File: src/rtl/serial_adder_pkg.sv
// Shared types and helpers for the bit-serial adder.
package serial_adder_pkg;

  typedef enum logic [1:0] {
    IDLE  = 2'd0,
    SHIFT = 2'd1,
    DONE  = 2'd2
  } state_e;

  // Counter width; a 1-bit adder still needs a 1-bit counter register.
  function automatic int unsigned cnt_width(input int unsigned width);
    return (width > 1) ? $clog2(width) : 1;
  endfunction

endpackage

File: src/rtl/ha_cell.sv
// Gate-level half adder; two of these form the serial adder's full-adder bit slice.
module ha_cell (
  input  logic a,
  input  logic b,
  output logic sum,
  output logic carry
);

  assign sum   = a ^ b;
  assign carry = a & b;

endmodule

File: src/rtl/serial_adder.sv
// Bit-serial WIDTH-bit adder, LSB first, valid/ready on both sides.
// Define SERIAL_ADDER_SUB_EN to add the in_sub port (A-B via ~B plus carry-in 1).
module serial_adder
  import serial_adder_pkg::*;
#(
  parameter int unsigned WIDTH = 8
) (
  input  logic             clk,
  input  logic             rst_n,
  input  logic             in_valid,
  output logic             in_ready,
  input  logic [WIDTH-1:0] in_a,
  input  logic [WIDTH-1:0] in_b,
`ifdef SERIAL_ADDER_SUB_EN
  input  logic             in_sub,
`endif
  output logic             out_valid,
  input  logic             out_ready,
  output logic [WIDTH-1:0] out_sum,
  output logic             out_carry
);

  localparam int unsigned CNT_W = cnt_width(WIDTH);
  localparam logic [CNT_W-1:0] LAST = CNT_W'(WIDTH - 1);

  state_e           state_q;
  logic [CNT_W-1:0] count_q;
  logic [WIDTH-1:0] opa_q;
  logic [WIDTH-1:0] opb_q;
  logic [WIDTH-1:0] sum_q;
  logic             carry_q;
  logic             in_ready_q;
  logic             out_valid_q;

  logic             cin;
  logic [WIDTH-1:0] opb_load;
  logic             ha0_sum;
  logic             ha0_carry;
  logic             bit_sum;
  logic             ha1_carry;
  logic             carry_next;
  logic [WIDTH-1:0] sum_shift;

`ifdef SERIAL_ADDER_SUB_EN
  assign cin = in_sub;
`else
  assign cin = 1'b0;
`endif

  assign opb_load = in_b ^ {WIDTH{cin}};

  ha_cell u_ha0 (
    .a     (opa_q[0]),
    .b     (opb_q[0]),
    .sum   (ha0_sum),
    .carry (ha0_carry)
  );

  ha_cell u_ha1 (
    .a     (ha0_sum),
    .b     (carry_q),
    .sum   (bit_sum),
    .carry (ha1_carry)
  );

  assign carry_next = ha0_carry | ha1_carry;
  // New bit enters at the MSB; written as shifts so WIDTH=1 stays legal.
  assign sum_shift  = (sum_q >> 1) | (WIDTH'(bit_sum) << (WIDTH - 1));

  always_ff @(posedge clk or negedge rst_n) begin
    if (!rst_n) begin
      state_q     <= IDLE;
      count_q     <= '0;
      opa_q       <= '0;
      opb_q       <= '0;
      sum_q       <= '0;
      carry_q     <= 1'b0;
      in_ready_q  <= 1'b1;
      out_valid_q <= 1'b0;
    end else begin
      unique case (state_q)
        IDLE: begin
          if (in_valid) begin
            opa_q      <= in_a;
            opb_q      <= opb_load;
            carry_q    <= cin;
            count_q    <= '0;
            in_ready_q <= 1'b0;
            state_q    <= SHIFT;
          end
        end
        SHIFT: begin
          sum_q   <= sum_shift;
          carry_q <= carry_next;
          opa_q   <= opa_q >> 1;
          opb_q   <= opb_q >> 1;
          count_q <= count_q + CNT_W'(1);
          if (count_q == LAST) begin
            out_valid_q <= 1'b1;
            state_q     <= DONE;
          end
        end
        DONE: begin
          if (out_ready) begin
            out_valid_q <= 1'b0;
            in_ready_q  <= 1'b1;
            state_q     <= IDLE;
          end
        end
        default: begin
          in_ready_q  <= 1'b1;
          out_valid_q <= 1'b0;
          state_q     <= IDLE;
        end
      endcase
    end
  end

  assign in_ready  = in_ready_q;
  assign out_valid = out_valid_q;
  assign out_sum   = sum_q;
  assign out_carry = carry_q;

endmodule

File: config.mk
export PLATFORM = sky130hd
export DESIGN_NAME = serial_adder
export DESIGN_NICKNAME = d
export VERILOG_FILES = /design/src/rtl/serial_adder_pkg.sv /design/src/rtl/ha_cell.sv /design/src/rtl/serial_adder.sv
export SDC_FILE = /design/constraint.sdc
export NUM_CORES = 1
export LEC_CHECK = 0
export BUFFER_PORTS_ARGS = -buffer_cell sky130_fd_sc_hd__clkbuf_2
export CAP_MARGIN = 20
export CORE_UTILIZATION = 55
export CTS_BUF_LIST = sky130_fd_sc_hd__clkbuf_4 sky130_fd_sc_hd__clkbuf_8
export DETAILED_ROUTE_END_ITERATION = 7
export PLACE_DENSITY_LB_ADDON = 0.15
export SYNTH_ARGS = -nofsm -noshare
export SYNTH_HDL_FRONTEND = slang
export SYNTH_SLANG_ARGS = --single-unit
File: constraint.sdc
create_clock -name clk -period 1.31 [get_ports clk]
set_input_delay 0.0655 -clock clk [delete_from_list [all_inputs] [get_ports clk]]
set_output_delay 0.0655 -clock clk [all_outputs]
set_load 0.03 [all_outputs]
## Word-level counts from Yosys, hierarchy flattened

Cells that the tools add are included.

- Flip-flop bits (word level): 32
- Logic and storage cells: 46
- Output and inout port bits: 11
- Input bits: 20

- Multiplexer cells: 17
- $add $sub $neg: 1
- Bitwise logic cells: 8
- Reduce and logical (&&, ||, !) cells: 6
- Equal/unequal tests: 6

Operator list:

| cell | number |
|---|---|
| $pmux 8 s2 | 2 |
| $mux 8 | 2 |
| $reduce_and 3->1 | 3 |
| $or 7x8->8 | 1 |
| $mux 2 | 3 |
| $ne 2x2->1 const B | 3 |
| $pmux 1 s3 | 2 |
| $pmux 2 s3 | 1 |
| $pmux 3 s2 | 1 |
| $mux 1 | 4 |
| $add 3x1->3 const B | 1 |
| $eq 3x3->1 const B | 1 |
| $mux 3 | 1 |
| $and 1x1->1 | 2 |
| $eq 2x1->1 const B | 1 |
| $eq 2x2->1 const B | 1 |
| $logic_not 2->1 | 1 |
| $not 1->1 | 2 |
| $pmux 1 s2 | 1 |
| $reduce_and 2->1 | 1 |
| $reduce_bool 2->1 | 1 |
| $xor 1x1->1 | 2 |
| $or 1x1->1 | 1 |

## Logic depth before layout (Yosys ltp)

Gate-level depths: netlist (run 1).

- Word-level depth: 4
- Gate-level depth with buffers: 5
- Gate-level depth less buffers: 4

## Modules after synthesis

A second synthesis (run 1) with hierarchy kept.

- Cell total of the unflattened synthesis: 143
- Area, all modules: 1462.7 µm²

By module, submodules not included:

| module | sequential area each (µm²) | instances | cells an instance | area each (µm²) |
|---|---|---|---|---|
| serial_adder | 802.0 | 1 | 141 | 1437.6 |
| ha_cell | 0.0 | 2 | 1 | 12.5 |

## Worst setup path before layout (run 1)

Ideal clock, no wire load.

- Kind: register -> register
- Start point: reg carry_q, in the netlist out_carry
- End point: reg sum_q[7], in the netlist out_sum[7]
- Setup slack: -0.020 ns
- Data arrival time: 1.204 ns
- Buffers on the path: 0
- Cell stages (with the launch flop): 4
- Library setup time: 0.126 ns
- Period minus slack after synthesis: 1.330 ns
- Path through: dfrtp_1 -> inv_1 -> fa_1 -> o21ai_0

- Longest elaborated chain between the ends: 2

RTL lines:

| what | line | text |
|---|---|---|
| from (decl) | serial_adder.sv:31 | `logic carry_q;` |
| from (signal assigned) | serial_adder.sv:86 | `carry_q <= cin;` |
| from (signal assigned) | serial_adder.sv:94 | `carry_q <= carry_next;` |
| $xor 1x1->1 | ha_cell.sv:9 | `assign sum = a ^ b;` |
| $or 7x8->8 | serial_adder.sv:68 | `assign sum_shift = (sum_q >> 1) \| (WIDTH'(bit_sum) << (WIDTH - 1));` |
| to (signal assigned) | serial_adder.sv:93 | `sum_q <= sum_shift;` |
| to (decl) | serial_adder.sv:30 | `logic [WIDTH-1:0] sum_q;` |

No other way between the ends.
A chain may end at the register's enable or synchronous reset.

## Final worst setup path (run 1)

- Start point: reg state_q[1]
- End point: reg sum_q[1], in the netlist out_sum[1]

- Longest elaborated chain between the ends: 1

RTL lines:

| what | line | text |
|---|---|---|
| from (decl) | serial_adder.sv:26 | `state_e state_q;` |
| from (signal assigned) | serial_adder.sv:72 | `state_q <= IDLE;` |
| from (signal assigned) | serial_adder.sv:89 | `state_q <= SHIFT;` |
| from (signal assigned) | serial_adder.sv:100 | `state_q <= DONE;` |
| $eq 2x1->1 | serial_adder.sv:81 | `unique case (state_q)` |

No other way between the ends.

==> results of run 1 <==
## registers in the layout, indices dropped and copies added (netlist names)
signal / cells
out_sum: 8
out_carry: 1
opa_q: 8
state_q: 2
count_q: 3
in_ready: 1
out_valid: 1
opb_q: 8
## final cells by class
class	count	area, µm²	area share
Multi-Input combinational cell	83	556	0.312
Clock buffer	7	65.1	0.0366
Tap cell	30	37.5	0.0211
Clock inverter	1	30.0	0.0169
Sequential cell	32	803	0.452
Timing Repair Buffer	43	268	0.151
Inverter	5	18.8	0.0106
## timing repair
| action | CTS | global route |
|---|---|---|
| setup endpoints to repair | 0 | 0 |
| hold endpoints to repair | 18 | 0 |
| hold buffers | 3 | 0 |
## critical path, delay by kind of cell, from the launching register on
family / cells / cell delay, ps
buffers and inverters: 1 / 180
flip-flops: 1 / 410
multiplexers: 1 / 350
AND/OR/NAND/NOR: 1 / 180
## per-stage QoR
stage / hold WS, ps / area (µm²)
floorplan: -230 / 1450
global placement: 40.7 / 1650
detailed placement: 46.3 / 1650
CTS: 12.6 / 1780
global route: 13.5 / 1780
finish: 16.5 / 1780
## cell usage in the layout (no fill, tap or decap), types with 3 or more instances in the layout
cell type | netlist | routed
dlygate4sd3_1 | 0 | 3
mux2_4 | 3 | 3
a21oi_1 | 15 | 15
dfrtp_1 | 31 | 30
nor2_1 | 5 | 5
clkbuf_4 | 0 | 5
nand2_1 | 5 | 5
inv_1 | 4 | 4
clkbuf_2 | 0 | 30
nand2b_1 | 3 | 3
mux2_2 | 4 | 4
o21ai_0 | 9 | 9
buf_4 | 3 | 9
o22ai_1 | 26 | 26
## power breakdown
group	total [mW]	switching (mW)	leakage, nW	internal (mW)
Sequential	1.80	0.324	0.374	1.47
Combinational	2.04	1.13	0.418	0.915
Clock	0.838	0.332	0.0515	0.506
Total	4.68	1.78	0.844	2.89
## cells by family (layout without fill, tap and decap cells)
group / count (synthesis) / count (layout) / synth area share
AOI/OAI and AO/OA: 55 / 55 / 0.226
adders and majority gates: 3 / 3 / 0.0311
buffers and inverters: 15 / 56 / 0.0638
DFF: 32 / 32 / 0.553
muxes: 7 / 7 / 0.0621
and+or+nand+nor: 18 / 18 / 0.0639
## per-layer routing
metal / up-vias / share of wire
met4: 0 / 0.017
met2: 35 / 0.47
met1: 569 / 0.46
met3: 7 / 0.045
li1: 566 / -
met5: - / 0
## cells in the mapped netlist (all sizes together)
library cell  number
dfrtp             31
o21ai              9
or4b               1
buf               10
a21oi             15
nor2               5
nand2              5
o221a              1
a22o               2
o22ai             26
ha                 2
nand2b             4
nor2b              1
inv                5
a2bb2oi            1
mux2               7
fa                 1
or2                1
nor3               1
a21o               1
dfstp              1
## path summary, 6_finish.rpt
| path | from | endpoint | slack (ps) | depth (start not counted) |
|---|---|---|---|---|
| worst max-delay path | state_q[1] | out_sum[1] | 80 | 3 |
| worst min register to register | count_q[0] | count_q[0] | 510 | 1 |
| worst min-delay path | out_ready | out_valid | 20 | 4 |
| worst max register to register | state_q[1] | out_sum[1] | 80 | 3 |
| max in group asynchronous | rst_n | out_carry | 580 | 3 |
| min in group asynchronous | rst_n | out_sum[2] | 210 | 2 |
==> impl_metrics.yaml, run 1 <==
detailed_routing:
  drt_wl_total_mm: 3.00
  via_per_inst: 5.86
  initialDrtViolationCount: 10
  drtAntennaViolNets: 0
  route.detailed.drc: 0
  wl_per_cell_um: 14.9
  dr.pass1.iters: 4
  via_count: 1177
outcome:
  status: "complete, no violations"
critical_path:
  arrival_ps: 1450
  slowest_stage: "dfrtp_1"
  slowest_delay_ps: 410
  end_kind: "flop"
  crit_type: "flop to flop"
  path_max_fanout: 24
  cp.required_ps: 1540
  path_cells: "nand2b_1 > buf_12 > mux2_2"
  critPathLaunchType: "flop"
yosys:
  ys_ff_latch: 32
  yosys_warnings: 0
  synth_cell_types: 27
  synth_fp_nets: 153
  netlist_instances: 130
  synth_top_area_share: 0.535
  yosys.area.top_type: "dfrtp_1"
  synth.area.top_cells: "dfrtp_1 (53%), o22ai_1 (11%), a21oi_1 (5.2%)"
  synth-seq-area-share: 0.553
  synth_area_per_cell_um2: 11.2
  syn_area_um2: 1450
grt:
  grt_util_met3: 0.0690
  grt_start_max_net_pins: 25
  grt_pass1_vias: 1034
  antenna_found_initial: 0
  grt_busiest_layer: "met2"
  grtUsageMet1: 0.286
  grt_use_met2: 0.381
  grt_pass1_wl_mm: 4.56
  grt_overflow: 0
  grt_usage: 0.236
timing:
  finalWorstSetupSlack_ps: 83.1
  fin_crit_sh: 0.937
  slew_headroom: 0.677
  rsz0062_at_grt: "false"
  tightest_slew_ps: 485
  fmax_mhz: 815
  final-setup-viol-count: 0
  skew_ps: 11.0
  fin_crit_ps: 1230
  slew_viol_final: 0
  fin_setup_tns_ps: 0
  timing_hold_violations_final: 0
cells_and_area:
  antenna_cells: 0
  drive_gt1_frac: 0.357
  fin_nets: 193
  instances_no_fill: 201
  area_growth_pct: 22.6
  fillers: 196
  final_util: 0.718
die:
  fp.dieH_um: 53.4
  ios: 31
  die_area_um2: 2850
  core.rowCount: 18
  coreArea_um2: 2480
  die_w_um: 53.4
  start_util: 0.585
clocking:
  cts_buffer_depth: 2
  clock_sinks: 32
  path_clk_slew_ps: 90
  clock_latency_ps: 340
  cts_tree: "done"
  cts-buffers-inserted: 5
  root_buffer: "clkbuf_4"
  htree_levels: 2
  post_cts_buffers: 0
  cts-resized-gates: 0
power_and_ir_drop:
  totalPowerFinal_mw: 4.68
  power_density_nw_per_um2: 2630
  peakVddDrop_mv: 1.70
  p_leak_nw: 0.844
hold_path:
  hold_class: "input pin to flop"
placed_design:
  dp_hpwl_mm: 2.10
  portBuffers: 30
  routabilityCongestion: 0.781
  place_ws_ps: 101
  place_inst: 190
job:
  maxCapViolations: 0
(Power assumes the default switching activity.)
==> run 2, diff against run 1 <==
--- a/config.mk
+++ b/config.mk
@@ -7,6 +7,7 @@
 export LEC_CHECK = 0
 export BUFFER_PORTS_ARGS = -buffer_cell sky130_fd_sc_hd__clkbuf_2
 export CAP_MARGIN = 20
+export CORE_MARGIN = 2
 export CORE_UTILIZATION = 55
 export CTS_BUF_LIST = sky130_fd_sc_hd__clkbuf_4 sky130_fd_sc_hd__clkbuf_8
 export DETAILED_ROUTE_END_ITERATION = 7
==> constraint.sdc (replaced) <==
create_clock -name clk -period 1.31 [get_ports clk]
set_input_delay 0.131 -clock clk [delete_from_list [all_inputs] [get_ports clk]]
set_output_delay 0.131 -clock clk [all_outputs]
set_load 0.03 [all_outputs]
==> impl_metrics.yaml, run 2 (synthesis results as in run 1) <==
critical_path:
  critPathLaunchType: "flop"
  crit_type: "flop to flop"
  r2r_slack_ps: 60
  rr_worst_depth: 2
  end_kind: "flop"
  r2r_start: "state_q[0]"
  path_max_fanout: 8
  r2r-end: "opb_q[2]"
  arrival_ps: 1460
  cp.required_ps: 1520
die:
  ios: 31
  die_w_um: 55.4
  fp.dieH_um: 55.4
  start_util: 0.585
  core.rowCount: 18
  coreArea_um2: 2480
  die_area_um2: 3060
timing:
  fin_crit_ps: 1250
  slew_headroom: 0.770
  whs_ps: 47.4
  rsz0062_at_grt: "false"
  fin_setup_tns_ps: 0
  final-setup-viol-count: 0
  fin_crit_sh: 0.957
  tightest_slew_ps: 344
  fmax_mhz: 798
  slew_viol_final: 0
  finalWorstSetupSlack_ps: 56.8
  timing_hold_violations_final: 0
  skew_ps: 14.2
detailed_routing:
  drtAntennaViolNets: 0
  via_per_inst: 5.82
  via_count: 1146
  route.detailed.drc: 0
  initialDrtViolationCount: 38
  dr.pass1.iters: 4
  wl_per_cell_um: 14.2
  drt_wl_total_mm: 2.80
clocking:
  clock_latency_ps: 320
  root_buffer: "clkbuf_4"
  path_clk_slew_ps: 90
  clock_sinks: 32
  cts_tree: "done"
  cts-buffers-inserted: 5
  htree_levels: 2
  cts_buffer_depth: 2
power_and_ir_drop:
  power_density_nw_per_um2: 2530
  totalPowerFinal_mw: 4.32
  p_leak_nw: 0.809
  peakVddDrop_mv: 1.69
placed_design:
  place_ws_ps: 26.0
  place_inst: 188
  dp_hpwl_mm: 2.07
  portBuffers: 30
  dpl_cell_area_um2: 1640
  routabilityCongestion: 0.778
grt:
  grt_usage: 0.206
  grt_start_max_net_pins: 21
  antenna_found_initial: 0
  grt_use_met2: 0.311
  grtUsageMet1: 0.282
  grt_util_met3: 0.0749
  grt_busiest_layer: "met2"
  grt_pass1_wl_mm: 4.99
  grt_overflow: 0
  grt_pass1_vias: 1070
cells_and_area:
  antenna_cells: 0
  final_common_cell: "clkbuf_2"
  fin_nets: 189
  instances_no_fill: 197
  area_growth_pct: 17.7
  final_area_um2: 1710
  final_util: 0.689
  drive_gt1_frac: 0.359
  final_cell_mix: "clkbuf_2 (30), dfrtp_1 (29), o22ai_1 (26)"
outcome:
  status: "complete, no violations"
hold_path:
  hold_class: "input pin to flop"
  min_delay_path_depth: 3
  hold_path_end: "opb_q[7]"
  min_from: "in_b[7]"
job:
  maxCapViolations: 0
run 2: how the worst max path moves through the flow:
stage / from / end / slack, ps / cells after the start
2_1_floorplan: out_carry / out_sum[7] / 70 / 3
3_5_place_dp: state_q[1] / out_sum[3] / 30 / 3
5_1_grt: state_q[0] / opb_q[2] / 20 / 2
4_1_cts: state_q[1] / out_sum[3] / 20 / 3
3_3_place_gp: state_q[1] / out_sum[1] / 100 / 3
6_report: state_q[0] / opb_q[2] / 60 / 2
run 2: what timing repair did:
| item | in CTS | in global routing |
|---|---|---|
| hold buffers | 1 | 0 |
| gates resized for setup | 0 | 1 |
| setup buffers | 0 | 0 |
| hold endpoints to repair | 26 | 0 |
| endpoints found under the setup margin | 0 | 9 |
run 2: where the power goes:
| group | switching (mW) | leakage [nW] | total (mW) | internal, mW |
|---|---|---|---|---|
| clock network | 0.303 | 0.0361 | 0.554 | 0.250 |
| logic | 1.08 | 0.400 | 1.94 | 0.867 |
| registers | 0.351 | 0.373 | 1.83 | 1.47 |
run 2: final cells by class:
| cell class | instances | area, µm² |
|---|---|---|
| well taps | 30 | 37.5 |
| repair buffers | 39 | 233 |
| clock inverters | 1 | 5.00 |
| flip-flops and latches | 32 | 805 |
| multi-input cells | 83 | 556 |
| inverters | 5 | 18.8 |
| fillers | 221 | 771 |
| clock buffers | 7 | 52.6 |
run 2: critical path: stages, from the launching register on:
cell	delay [ps]
dfrtp_1	470
or4b_1	550
o221a_2	140
run 2: metal layers:
metal	share of wire	wire length (µm)	up-vias
met4	0.0057	16	0
met5	0	0	-
met1	0.46	1300	556
li1	-	-	554
met2	0.47	1330	34
met3	0.055	154	2
==> run 3, diff against run 2 <==
--- a/config.mk
+++ b/config.mk
@@ -11,7 +11,9 @@
 export CORE_UTILIZATION = 55
 export CTS_BUF_LIST = sky130_fd_sc_hd__clkbuf_4 sky130_fd_sc_hd__clkbuf_8
 export DETAILED_ROUTE_END_ITERATION = 7
-export PLACE_DENSITY_LB_ADDON = 0.15
+export PLACE_DENSITY = 0.8
+export SETUP_SLACK_MARGIN = 0.3
+export SKIP_LAST_GASP = 1
 export SYNTH_ARGS = -nofsm -noshare
 export SYNTH_HDL_FRONTEND = slang
 export SYNTH_SLANG_ARGS = --single-unit
==> impl_metrics.yaml, run 3 (synthesis results as in run 1) <==
critical_path:
  crit_type: "flop to flop"
  cp.required_ps: 1530
  arrival_ps: 1460
  critPathLaunchType: "flop"
  r2r-end: "opa_q[0]"
  r2r_slack_ps: 70
  r2r_start: "state_q[1]"
  path_max_fanout: 7
  rr_worst_depth: 4
  end_kind: "flop"
job:
  maxCapViolations: 0
clocking:
  cts_buffer_depth: 2
  root_buffer: "clkbuf_4"
  clock_sinks: 32
  cts_tree: "done"
  cts-buffers-inserted: 5
  htree_levels: 2
  path_clk_slew_ps: 100
  clock_latency_ps: 350
power_and_ir_drop:
  clock_power_share: 0.103
  power_frac_seq: 0.315
  peakVddDrop_mv: 2.45
  power_density_nw_per_um2: 2790
  pwr-share-comb: 0.582
  intPower_mw: 3.82
  p_leak_nw: 1.04
  switching_share: 0.407
  switchingPower_mw: 2.62
grt:
  grt_usage: 0.255
  grt_pass1_wl_mm: 6.02
  antenna_found_initial: 0
  grt_start_max_net_pins: 18
  grt_pass1_vias: 1300
  grt_overflow: 0
cells_and_area:
  final_cell_mix: "dfrtp_1 (28), clkbuf_2 (19), buf_4 (19)"
  fillers: 83
  fin_nets: 210
  final_area_um2: 2310
  instances_no_fill: 218
  antenna_cells: 0
  final_util: 0.932
  drive_gt1_frac: 0.644
  final_common_cell: "dfrtp_1"
  area_growth_pct: 59.3
placed_design:
  routabilityCongestion: 0.825
  dp_hpwl_mm: 2.28
  place_inst: 186
  portBuffers: 30
  dpl_cell_area_um2: 1650
detailed_routing:
  drt_wl_total_mm: 4.93
  via_per_inst: 6.36
  via_count: 1387
  initialDrtViolationCount: 87
  wl_per_cell_um: 22.6
  dr.pass1.iters: 4
  drtAntennaViolNets: 0
  route.detailed.drc: 0
hold_path:
  hold_path_end: "opa_q[7]"
  min_delay_path_depth: 3
  min_from: "in_a[7]"
  hold_class: "input pin to flop"
timing:
  timing_hold_violations_final: 1
  fin_setup_tns_ps: 0
  slew_viol_final: 0
  fin_crit_sh: 0.948
  whs_ps: -5.92
  fmax_mhz: 805
  skew_ps: 14.6
  tightest_slew_ps: 483
  fin_crit_ps: 1240
  final-setup-viol-count: 0
  slew_headroom: 0.678
  rsz0062_at_grt: "true"
die:
  fp.dieH_um: 55.4
  ios: 31
  start_util: 0.585
  die_area_um2: 3060
  core.rowCount: 18
  coreArea_um2: 2480
  die_w_um: 55.4
outcome:
  violations: "hold timing"
  status: "finished, violations left"
## run 3: power by group through the flow
stage | registers (mW) | logic, mW | clock network [mW]
4_1_cts | 1.82 | 2.71 | 0.638
6_report | 2.03 | 3.74 | 0.663
2_1_floorplan | 2.09 | 1.32 | 0
5_1_grt | 2.06 | 3.95 | 0.717
3_5_place_dp | 1.86 | 2.03 | 0
3_3_place_gp | 1.83 | 1.91 | 0
## run 3: worst max-delay path by stage
stage / from / end / slack, ps / cells past startpoint
after floorplan: state_q[1] / out_sum[4] / 150 / 4
after global placement: state_q[0] / count_q[2] / 140 / 4
after global routing: state_q[0] / opb_q[2] / 60 / 3
after CTS: state_q[0] / count_q[2] / 110 / 4
final: state_q[1] / opa_q[0] / 70 / 4
after detailed placement: state_q[0] / count_q[2] / 80 / 4
## run 3: layer usage
| metal | track usage | part of all wire | up-vias |
|---|---|---|---|
| li1 | - | - | 596 |
| met1 | 0.303 | 0.37 | 674 |
| met2 | 0.439 | 0.53 | 98 |
| met3 | 0.0796 | 0.082 | 19 |
| met4 | 0.0801 | 0.025 | 0 |
| met5 | 0 | 0 | - |
## run 3: metrics by stage
step | total power, mW | setup slack (ps)
global placement | 3.74 | 143
detailed placement | 3.89 | 78.4
global route | 6.73 | 62.5
floorplan | 3.42 | 149
CTS | 5.17 | 111
finish | 6.44 | 68.5
## run 3: critical path: stages (launching register included)
cell      delay [ps]
dfrtp_2          460
buf_6            150
nand2b_4         190
o22ai_1          190
a21oi_1          120
## run 3: final cells by class
class                   count  area [µm²]  area share
clock buffers               8        66.3      0.0287
inverters                   5        21.3     0.00921
multi-input cells          84         826       0.358
flip-flops and latches     32         806       0.349
well taps                  30        37.5      0.0163
repair buffers             59         553       0.239
## run 3: timing repair
action | in CTS | in global routing
endpoints found under the setup margin | 43 | 43
pin swaps | 7 | 16
setup buffers | 14 | 7
hold endpoints to repair | 16 | 0
gates resized for setup | 36 | 61
cloned | 1 | 1
hold buffers | 1 | 0
